**config.mk**
```make
export PLATFORM = sky130hd
export DESIGN_NAME = nt_subckt_stim_gen
export DESIGN_NICKNAME = d
export VERILOG_FILES = /design/src/rtl/nt_stim_pkg.sv /design/src/rtl/nt_misr.sv /design/src/rtl/nt_subckt_stim_gen.sv
export SDC_FILE = /design/constraint.sdc
export NUM_CORES = 1
export LEC_CHECK = 0
export BUFFER_PORTS_ARGS = -buffer_cell sky130_fd_sc_hd__buf_2
export CAP_MARGIN = 20
export CORE_MARGIN = 1
export CORE_UTILIZATION = 40
export CTS_CLUSTER_SIZE = 30
export DETAILED_ROUTE_END_ITERATION = 6
export PLACE_DENSITY_LB_ADDON = 0.25
export SYNTH_ARGS = -nofsm -noshare
export SYNTH_HDL_FRONTEND = slang
export SYNTH_HIERARCHICAL = 1
export SYNTH_SLANG_ARGS = --single-unit
```
**constraint.sdc**
```tcl
create_clock -name I1470_clk -period 2 [get_ports I1470_clk]
set_input_delay 0.2 -clock I1470_clk [delete_from_list [all_inputs] [get_ports I1470_clk]]
set_output_delay 0.2 -clock I1470_clk [all_outputs]
set_load 0.01 [all_outputs]
```
**src/rtl/nt_stim_pkg.sv**
```systemverilog
// nt_stim_pkg: shared state encoding, default LFSR constants and the Galois step used by LFSR and MISR.
package nt_stim_pkg;
  typedef enum logic [1:0] {IDLE, RUN, DRAIN, DONE} state_t;
  localparam int MAX_W = 64;
  localparam logic [15:0] DEF_SEED = 16'hACE1;
  localparam logic [15:0] DEF_POLY = 16'hB400;
  function automatic logic [MAX_W-1:0] lfsr_step(input logic [MAX_W-1:0] v, input logic [MAX_W-1:0] poly);
    return (v >> 1) ^ (v[0] ? poly : '0);
  endfunction
endpackage

```
**src/rtl/nt_misr.sv**
```systemverilog
// nt_misr: single-input Galois MISR compacting the subcircuit response bit.
module nt_misr
  import nt_stim_pkg::*;
#(
  parameter int LFSR_W = 16,
  parameter logic [LFSR_W-1:0] POLY = LFSR_W'(DEF_POLY)
) (
  input  logic              clk,
  input  logic              rst,
  input  logic              clr,
  input  logic              en,
  input  logic              d,
  output logic [LFSR_W-1:0] sig
);
  always_ff @(posedge clk)
    if (rst || clr) sig <= '0;
    else if (en) sig <= LFSR_W'(lfsr_step(MAX_W'(sig), MAX_W'(POLY))) ^ LFSR_W'(d);
endmodule

```
**src/rtl/nt_subckt_stim_gen.sv**
```systemverilog
// nt_subckt_stim_gen: LFSR stimulus generator with latency-aligned MISR response capture.
// Optional STIM_PAUSE_EN adds a pause input that stalls pattern issue in RUN.
module nt_subckt_stim_gen
  import nt_stim_pkg::*;
#(
  parameter int N_IN = 6,
  parameter int LFSR_W = 16,
  parameter int N_PAT = 1000,
  parameter int LAT = 2,
  parameter logic [LFSR_W-1:0] SEED = LFSR_W'(DEF_SEED),
  parameter logic [LFSR_W-1:0] POLY = LFSR_W'(DEF_POLY)
) (
  input  logic                       I1470_clk,
  input  logic                       I1477_rst,
  input  logic                       start,
  input  logic                       seed_ld,
  input  logic [LFSR_W-1:0]          seed_in,
  input  logic                       resp_in,
`ifdef STIM_PAUSE_EN
  input  logic                       pause,
`endif
  output logic [N_IN-1:0]            stim_out,
  output logic                       stim_valid,
  output logic                       busy,
  output logic                       done,
  output logic [$clog2(N_PAT+1)-1:0] pat_cnt,
  output logic [LFSR_W-1:0]          signature
);
  localparam int CW = $clog2(N_PAT+1);
  localparam int DW = $clog2(LAT+1);
  state_t state, state_nx;
  logic [LFSR_W-1:0] lfsr;
  logic [N_IN-1:0] last_q;
  logic [CW-1:0] cnt;
  logic [DW-1:0] dcnt;
  logic [LAT-1:0] pipe;
  logic hold, idle_done, go, ld, issue, last;
`ifdef STIM_PAUSE_EN
  assign hold = pause;
`else
  assign hold = 1'b0;
`endif
  assign idle_done = state == IDLE || state == DONE;
  assign go = start && idle_done;
  assign ld = seed_ld && idle_done;
  assign issue = state == RUN && !hold;
  assign last = issue && cnt == CW'(N_PAT-1);
  always_comb begin
    state_nx = go ? RUN
             : last ? DRAIN
             : (state == DRAIN && dcnt == DW'(LAT-1)) ? DONE
             : state;
  end
  always_ff @(posedge I1470_clk) begin
    if (I1477_rst) begin
      state  <= IDLE;
      lfsr   <= SEED;
      last_q <= '0;
      cnt    <= '0;
      dcnt   <= '0;
      pipe   <= '0;
    end else begin
      state  <= state_nx;
      lfsr   <= ld ? (seed_in == '0 ? SEED : seed_in)
              : issue ? LFSR_W'(lfsr_step(MAX_W'(lfsr), MAX_W'(POLY)))
              : lfsr;
      last_q <= issue ? lfsr[N_IN-1:0] : last_q;
      cnt    <= go ? '0 : (issue && cnt != CW'(N_PAT)) ? cnt + CW'(1) : cnt;
      dcnt   <= state == DRAIN ? dcnt + DW'(1) : '0;
      pipe   <= LAT'({pipe, issue});
    end
  end
  // Delayed valid marks the cycle in which that pattern's response is present.
  nt_misr #(.LFSR_W(LFSR_W), .POLY(POLY)) u_misr (
    .clk(I1470_clk),
    .rst(I1477_rst),
    .clr(go),
    .en (pipe[LAT-1]),
    .d  (resp_in),
    .sig(signature)
  );
  assign stim_valid = issue;
  assign stim_out   = issue ? lfsr[N_IN-1:0] : last_q;
  assign busy       = state == RUN || state == DRAIN;
  assign done       = state == DONE;
  assign pat_cnt    = cnt;
endmodule
```
Word-level counts from Yosys, hierarchy flattened
Cells that the tools add are included.

Word-level logic and storage cells: 44. Bits in registers: 54. Output and inout bits: 35. Input bits: 21.

Add/sub/neg operators: 2. Reduce and logical (&&, ||, !) cells: 15. Bitwise logic cells: 4. Equal/unequal tests: 6. Multiplexer cells: 9.

Operators by type and width (count): 16-bit two-way mux (5); 15-bit by 16-bit XOR with 16-bit output (2); 16-bit logical NOT (1); 16-bit by 1-bit XOR with 16-bit output (1); 10-bit by 1-bit adder with 10-bit output, second input constant (1); 10-bit == test, second input constant (1); 10-bit != test, second input constant (1); 6-bit two-way mux (1); 1-bit logical AND (5); 2-bit by 1-bit == test with 1-bit output, second input constant (2); 2-bit == test, second input constant (2); 2-bit two-way mux (2); 2-bit nonzero test (2); 2-bit OR reduction (2); 1-bit logical OR (3); 3-bit nonzero test (1); 2-bit by 1-bit adder with 2-bit output, second input constant (1); 2-bit logical NOT (1); 1-bit two-way mux (1); 1-bit NOT (1).

Depth between registers and ports, before layout
Gate-level depths: netlist of the first run.

Depth in word-level cells: 5. Depth in mapped cells: 8. Gate-level depth less buffers: 5.

By module
Netlist of the first run, hierarchy kept.

By module, submodules not included: nt_subckt_stim_gen (area an instance 1858.0 um^2, seq. area each 760.7 um^2, cells an instance 197, instances 1); nt_misr (area an instance 618.1 um^2, seq. area each 320.3 um^2, cells an instance 58, instances 1).

Worst setup path before layout of the first run
No wires, ideal clock.

Path type: register to register. Start: register state[0]. End: register cnt[0], in the netlist pat_cnt[0]. Data required time: 1.938 ns. Arrival time: 1.697 ns. Clock period less this slack: 1.759 ns. Buffers on the path: 2. Setup time: 0.062 ns. Slack: 0.241 ns. Stages on the path, launching flop included: 8. Path through: dfxtp_1 -> inv_1 -> ha_1 -> buf_6 -> a21o_1 -> buf_6 -> or4_1 -> nand3_1.

Word-level cells in the longest chain between the ends: 4. Elaborated cells on any way between the ends: 7. Those cells by class: 2 x eq/ne; 5 x reduce/logical.

Ends and longest elaborated chain: from (decl) (line nt_subckt_stim_gen.sv:31) `state_t state, state_nx;`; from (signal assigned) (line nt_subckt_stim_gen.sv:63) `state <= state_nx;`; 2-bit == test / 2-bit logical NOT (equally long branches) (line nt_subckt_stim_gen.sv:43) `assign idle_done = state == IDLE || state == DONE;`; 1-bit logical OR (line nt_subckt_stim_gen.sv:43); 1-bit logical AND (line nt_subckt_stim_gen.sv:44) `assign go = start && idle_done;`; 2-bit OR reduction (no line); to (signal assigned) (line nt_subckt_stim_gen.sv:68) `cnt <= go ? '0 : (issue && cnt != CW'(N_PAT)) ? cnt + CW'(1) : cnt;`; to (decl) (line nt_subckt_stim_gen.sv:34) `logic [CW-1:0] cnt;`.

Several ways; a longest one is shown, not always the timed one. A chain may end at the register's enable or synchronous reset.

Worst setup path in the final report of the first run
Start: register state[1]. End: output port stim_out[4].

Word-level cells in the longest chain between the ends: 2.

Ends and longest elaborated chain: 2-bit by 1-bit == test with 1-bit output (line nt_subckt_stim_gen.sv:46) `assign issue = state == RUN && !hold;`; 6-bit two-way mux (line nt_subckt_stim_gen.sv:83) `assign stim_out = issue ? lfsr[N_IN-1:0] : last_q;`; to (decl) (line nt_subckt_stim_gen.sv:22) `output logic [N_IN-1:0] stim_out,`.

No other way between the ends.

==> key figures, run 1 <==
Yosys
  • Post-synth top area share: 0.437
  • Most frequent cell after synthesis: dfxtp_1
  • Distinct cells, synth: 42
  • Number of synthesized register bits: 54
  • Number of flops mapped to enable cells by yosys: 0
  • Syn Inst Count: 255
  • Yosys top cell by area: dfxtp_1
  • Synth cell count leaders: 54 x dfxtp_1, 29 x nor2_1, 27 x mux2i_1
  • Synth warnings: 6
  • Synth Net Count: 282
  • Post-synth ARST share: 0
  • Synth area leaders: dfxtp_1 44%, mux2i_1 11%, nor2_1 4.4%
  • Sequential element share of the synthesized area: 0.437
  • Syn Area/Cell: 9.71 µm²
  • Synthesized cell area: 2480 µm²
  • Prevailing post-synth register cell: dfxtp_1

Worst hold path
  • Worst Hold Depth: 3
  • Hold Path Sink: lfsr[12]$_SDFFE_PP0P_
  • Hold_sp: seed_ld
  • Hold WC Path Type: in -> reg

Clocking
  • Num CTS Buffers: 5
  • Clock latency at the later pin of the worst-skew pair: 0.31 ns
  • Setup bufs post-CTS: 0
  • CTS Sinks: 54
  • Clock H-tree levels: 2
  • Clock buffer depth: 2
  • CTS tree: yes
  • Root Buffer: clkbuf_8
  • # hold bufs at CTS: 0
  • Clk slew on worst S/H paths: 0.10 ns
  • Post-CTS resize count: 0

Placed design
  • Detailed placement HPWL: 3480 µm
  • Port Buffers: 55
  • Gpl congestion: 0.776
  • Place WS: 0.116 ns

Floorplan
  • Initial Utilization: 0.416
  • Die H: 80.7 µm
  • Die Area: 6510 µm²
  • Core area: 5960 µm²
  • Site Rows: 28
  • Die X: 80.7 µm
  • Ports: 56

Critical path
  • Crit path max fanout: 20
  • Setup CP Type: reg -> out
  • Worst Path Required: 1.80 ns
  • Startpoint types: register
  • Critical Path AT: 1.72 ns
  • Reg2reg end: u_misr/sig[12]$_SDFFE_PP0P_
  • Worst setup path start: state[1]$_SDFFE_PP0P_
  • Endpoint type of the worst setup path: primary output
  • Register-to-Register Path Depth: 5
  • R2r setup slk: 0.15 ns
  • Reg2Reg Launch Point: state[0]$_SDFFE_PP0P_

Global routing
  • Vias in the first global route: 1,754
  • Total global-route track usage: 0.168
  • First-pass GRT wire length: 8400 µm
  • Initial antenna violation count: 0
  • Pin count of the biggest net entering global routing: 31
  • Gr ovfl total: 0

Timing
  • Fin crit period: 1.92 ns
  • Worst slew pin tran: 0.556 ns
  • Final Skew: 0.00948 ns
  • RSZ-0062 raised after global routing: yes
  • Final WS setup: 0.0753 ns
  • Final hold violation count: 0
  • WHS: 0.164 ns
  • F_max: 520 MHz
  • Period utilization: 0.962
  • Final setup fails: 0
  • Worst slew margin: 0.629
  • Count of pins over their slew limit: 0

Run status
  • Status: complete, no violations

Power
  • Worst VDD drop: 408 µV
  • Pwr dens: 715 nW/µm²
  • Leak: 1.18 nW
  • Total power: 2.07 mW

Route
  • Drt via density: 5.16
  • Vias: 1,980
  • Wire per inst: 13.0 µm
  • # DRC: 0
  • Post-DRT Antenna Nets: 0
  • DRT Wirelength: 5000 µm
  • Initial drt markers: 79
  • DRT Pass-1 Iters: 4

Job
  • Max_cap viols: 0

Final layout
  • # fillers: 572
  • Layout cells sized above 1: 0.275
  • ANT cells: 0
  • Area grow syn2layout: 17.0%
  • NumNets Final: 335
-- registers in the layout, indices dropped and copies added (netlist names) --
register    flops
pipe            2
dcnt            2
u_misr/sig     16
last_q          6
state           2
lfsr           16
pat_cnt        10
-- cell type report --
| cell class | count | area (µm²) | area share |
|---|---|---|---|
| Clock inverter | 2 | 12.5 | 0.00432 |
| Clock buffer | 6 | 82.6 | 0.0285 |
| Tap cell | 75 | 93.8 | 0.0324 |
| Inverter | 8 | 30.0 | 0.0104 |
| Sequential cell | 54 | 1080 | 0.373 |
| Timing Repair Buffer | 64 | 347 | 0.120 |
| Multi-Input combinational cell | 175 | 1250 | 0.431 |
-- cells by family after synthesis --
| kind of cell | Yosys count | synth area share |
|---|---|---|
| compound gates | 44 | 0.126 |
| fa+ha+maj | 6 | 0.0303 |
| mux | 33 | 0.136 |
| xor+xnor | 9 | 0.0318 |
| simple gates | 83 | 0.180 |
| flops | 54 | 0.437 |
| buf+inv | 26 | 0.0586 |
-- power breakdown --
part / switching (mW) / leakage [nW] / internal [mW]
clock network: 0.362 / 0.0472 / 0.279
logic: 0.147 / 0.689 / 0.132
registers: 0.0301 / 0.440 / 1.12
total: 0.539 / 1.18 / 1.53
-- through the flow --
stage | instances | utilization | TNS (ns) | cell area, µm²
2_1_floorplan | 255 | - | 0 | 2480
3_3_place_gp | 377 | 0.471 | 0 | 2810
3_5_place_dp | 377 | 0.471 | 0 | 2810
4_1_cts | 385 | 0.487 | 0 | 2900
5_1_grt | 384 | 0.487 | -0.00188 | 2900
6_report | 384 | 0.487 | 0 | 2900
-- per-layer routing --
layer  vias up  track usage  wire length (µm)
met5         -            0                 0
met2        48        0.254              2140
li1       1026            -                 -
met3         5       0.0455               227
met4         0       0.0643                81
met1       901        0.226              2540
-- placed cells by master (no fill, tap or decap), drive strengths merged, types with 3 or more instances in the layout --
master,synthesis,layout
nor2b,10,10
a21oi,10,10
xnor2,6,6
nand2,5,5
nor2,29,29
clkbuf,3,6
nand4,4,4
inv,8,8
a211oi,11,11
o2111ai,3,3
nor4,4,4
ha,6,6
nand3,5,5
nor3,9,9
mux2i,27,27
dfxtp,54,54
or4,7,7
xor2,3,3
mux2,6,6
buf,15,64
o31ai,4,4
a22oi,8,8
-- worst max path at each step --
stage                                  endpoint  slack, ns
finish                              stim_out[4]       0.08
global placement    u_misr/sig[12]$_SDFFE_PP0P_       0.21
global route                        stim_out[4]     -0.002
CTS                                 stim_out[4]     0.0006
floorplan               pat_cnt[0]$_SDFFE_PP0P_       0.24
detailed placement  u_misr/sig[13]$_SDFFE_PP0P_       0.12
-- worst max-delay path, cell delays in order, from the launching register on --
cell	delay, ns
dfxtp_1	0.35
inv_1	0.07
ha_1	0.22
buf_6	0.26
mux2_2	0.37
buf_2	0.14
No activity file was read; power rests on OpenSTA's default activity.
==> inputs of run 2 (changes only) <==
Settings changed: GPL_ROUTABILITY_DRIVEN set to 1, REMOVE_ABC_BUFFERS set to 1.
==> run 2 against run 1 <==
  * Worst hold slack improved by 0.015 ns
  * Maximum frequency rose by 2.0%
  * Register-to-register slack better by 0.03 ns
  * Highest routed layer unchanged
  * Largest power group unchanged
  * Global-route usage decreased by 0.36 points
  * Design area is 0.56% higher
==> key figures, run 2 (synthesis gave the netlist of run 1 again) <==
Final layout
  • ANT cells: 0 (unchanged)
  • Area grow syn2layout: 17.7%
  • Commonest cells after routing, fill and taps aside: 55 x buf_2, 54 x dfxtp_1, 29 x nor2_1, 27 x mux2i_1
  • Layout cells sized above 1: 0.276 (+0.000893)
  • NumNets Final: 334 (-0.30%)
  • Final Non-Filler Cells: 383 (-0.26%)
  • Most common cell after layout, fill and taps aside: buf_2
  • Fin area: 2910 µm² (+0.56%)
  • Final core occ: 0.489 (+0.00273)

Route
  • DRT Wirelength: 4990 µm (-0.20%)
  • Drt via density: 5.20 (+0.87%)
  • Post-DRT Antenna Nets: 0 (unchanged)
  • Wire per inst: 13.0 µm (about the same)
  • Vias: 1,992 (+0.61%)
  • Initial drt markers: 63 (-20%)
  • # DRC: 0 (unchanged)
  • DRT Pass-1 Iters: 4 (unchanged)

Timing
  • Final Skew: 0.00775 ns (-0.00173 ns)
  • Final setup fails: 0 (unchanged)
  • RSZ-0062 raised after global routing: no
  • Worst slew pin tran: 0.407 ns (-0.149 ns)
  • Period utilization: 0.943 (-0.0189)
  • WHS: 0.179 ns (+0.0154 ns)
  • Fin crit period: 1.89 ns (-0.0378 ns)
  • Count of pins over their slew limit: 0 (unchanged)
  • Final hold violation count: 0 (unchanged)
  • Worst slew margin: 0.729 (+0.0992)
  • F_max: 530 MHz (+2.0%)

Global routing
  • Vias in the first global route: 1,878 (+7.1%)
  • Total global-route track usage: 0.165 (-0.00359)
  • First-pass GRT wire length: 8380 µm (-0.25%)
  • Initial antenna violation count: 0 (unchanged)
  • Gr ovfl total: 0 (unchanged)
  • Pin count of the biggest net entering global routing: 27 (-13%)

Clocking
  • CTS Sinks: 54 (unchanged)
  • Clock H-tree levels: 2 (unchanged)
  • Clk slew on worst S/H paths: 0.10 ns (about the same)
  • Clock buffer depth: 2 (unchanged)
  • CTS tree: yes
  • Clock latency at the later pin of the worst-skew pair: 0.31 ns (about the same)
  • Post-CTS resize count: 0 (unchanged)
  • Setup bufs post-CTS: 0 (unchanged)
  • Root Buffer: clkbuf_8
  • # hold bufs at CTS: 0 (unchanged)
  • Num CTS Buffers: 5 (unchanged)

Critical path
  • Register-to-Register Path Depth: 5 (unchanged)
  • Setup CP Type: reg -> out
  • Crit path max fanout: 20 (unchanged)
  • Reg2reg end: u_misr/sig[10]$_SDFFE_PP0P_
  • CP max stage delay: 0.39 ns (+0.02 ns)
  • CP Cell Sequence: ha_2 -> buf_6 -> mux2_2 -> buf_2
  • Reg2Reg Launch Point: state[0]$_SDFFE_PP0P_
  • Worst setup path start: state[0]$_SDFFE_PP0P_
  • Worst Path Required: 1.80 ns (about the same)
  • Startpoint types: register
  • R2r setup slk: 0.18 ns (+0.03 ns)
  • Endpoint type of the worst setup path: primary output
  • CP max stage cell: dfxtp_1
  • Critical Path AT: 1.69 ns (-0.03 ns)

Power
  • Leak: 1.17 nW (-0.23%)
  • Pwr dens: 745 nW/µm² (+4.1%)
  • Sequential Power Share: 0.532 (-0.024)
  • Net Sw Frac: 0.248 (-0.0114)
  • Total power: 2.17 mW (+4.7%)
  • Combinational power share: 0.129 (-0.006)
  • Switch Pwr: 0.539 mW (about the same)
  • Worst VDD drop: 531 µV (+30%)
  • Clock share of power: 0.339 (+0.030)
  • Pint: 1.63 mW (+6.3%)

Floorplan
  • Die X: 80.7 µm (unchanged)
  • Die H: 80.7 µm (unchanged)
  • Die Area: 6510 µm² (unchanged)
  • Core area: 5960 µm² (unchanged)
  • Initial Utilization: 0.416 (unchanged)
  • Site Rows: 28 (unchanged)
  • Ports: 56 (unchanged)

Worst hold path
  • Worst Hold Depth: 3 (unchanged)
  • Hold WC Path Type: in -> reg
  • Hold Path Sink: lfsr[12]$_SDFFE_PP0P_
  • Hold_sp: seed_in[12]

Placed design
  • Port Buffers: 55 (unchanged)
  • Placed insts: 375 (-0.53%)
  • Area after DPL: 2790 µm² (-0.54%)
  • Gpl congestion: 0.773 (-0.36%)
  • Detailed placement HPWL: 3560 µm (+2.2%)

Run status
  • Status: complete, no violations

Job
  • Max_cap viols: 0 (unchanged)
-- run 2: cell count changes in the layout (fill, tap and decap cells not counted), sizes merged --
cell,before,now
buf,64,63
bufinv,0,1
clkbuf,6,5
clkinv,1,0
clkinvlp,1,2
-- run 2: per-stage QoR --
step                setup slack, ns  setup TNS, ns
finish                        0.113              0
floorplan                    -0.540          -3.50
CTS                          0.0219              0
global route                 0.0193              0
global placement              0.222              0
detailed placement            0.137              0
-- run 2: worst max-delay path, delay by kind of cell, from the launching register on --
family / cells / cell delay (ns)
flip-flops: 1 / 0.39
buffers and inverters: 2 / 0.36
multiplexers: 1 / 0.36
adder cells (fa/ha/maj): 1 / 0.26
-- run 2: layout make-up --
cell class	count	area [µm²]
Fill cell	598	3040
Multi-Input combinational cell	175	1250
Sequential cell	54	1080
Timing Repair Buffer	63	343
Tap cell	75	93.8
Clock buffer	5	68.8
Clock inverter	3	45.0
Inverter	8	30.0
-- run 2: metal layers --
metal | vias to the layer above | routed length (µm) | global-route usage
li1 | 1018 | - | -
met1 | 921 | 2340 | 0.197
met2 | 48 | 2350 | 0.286
met3 | 5 | 251 | 0.0420
met4 | 0 | 50 | 0.0536
met5 | - | 0 | 0
-- run 2: worst max path at each step --
stage	to	slack, ns
final	stim_out[1]	0.11
after global routing	stim_out[2]	0.02
after global placement	u_misr/sig[10]$_SDFFE_PP0P_	0.22
after floorplan	state[0]$_SDFFE_PP0P_	-0.54
after CTS	stim_out[1]	0.02
after detailed placement	u_misr/sig[10]$_SDFFE_PP0P_	0.14
-- run 2: power by group through the flow --
stage / clock network, mW / logic (mW) / registers (mW)
global placement: 0 / 0.277 / 1.18
global route: 0.796 / 0.313 / 1.16
finish: 0.736 / 0.280 / 1.15
CTS: 0.761 / 0.280 / 1.15
detailed placement: 0 / 0.278 / 1.18
floorplan: 0 / 0.174 / 1.18
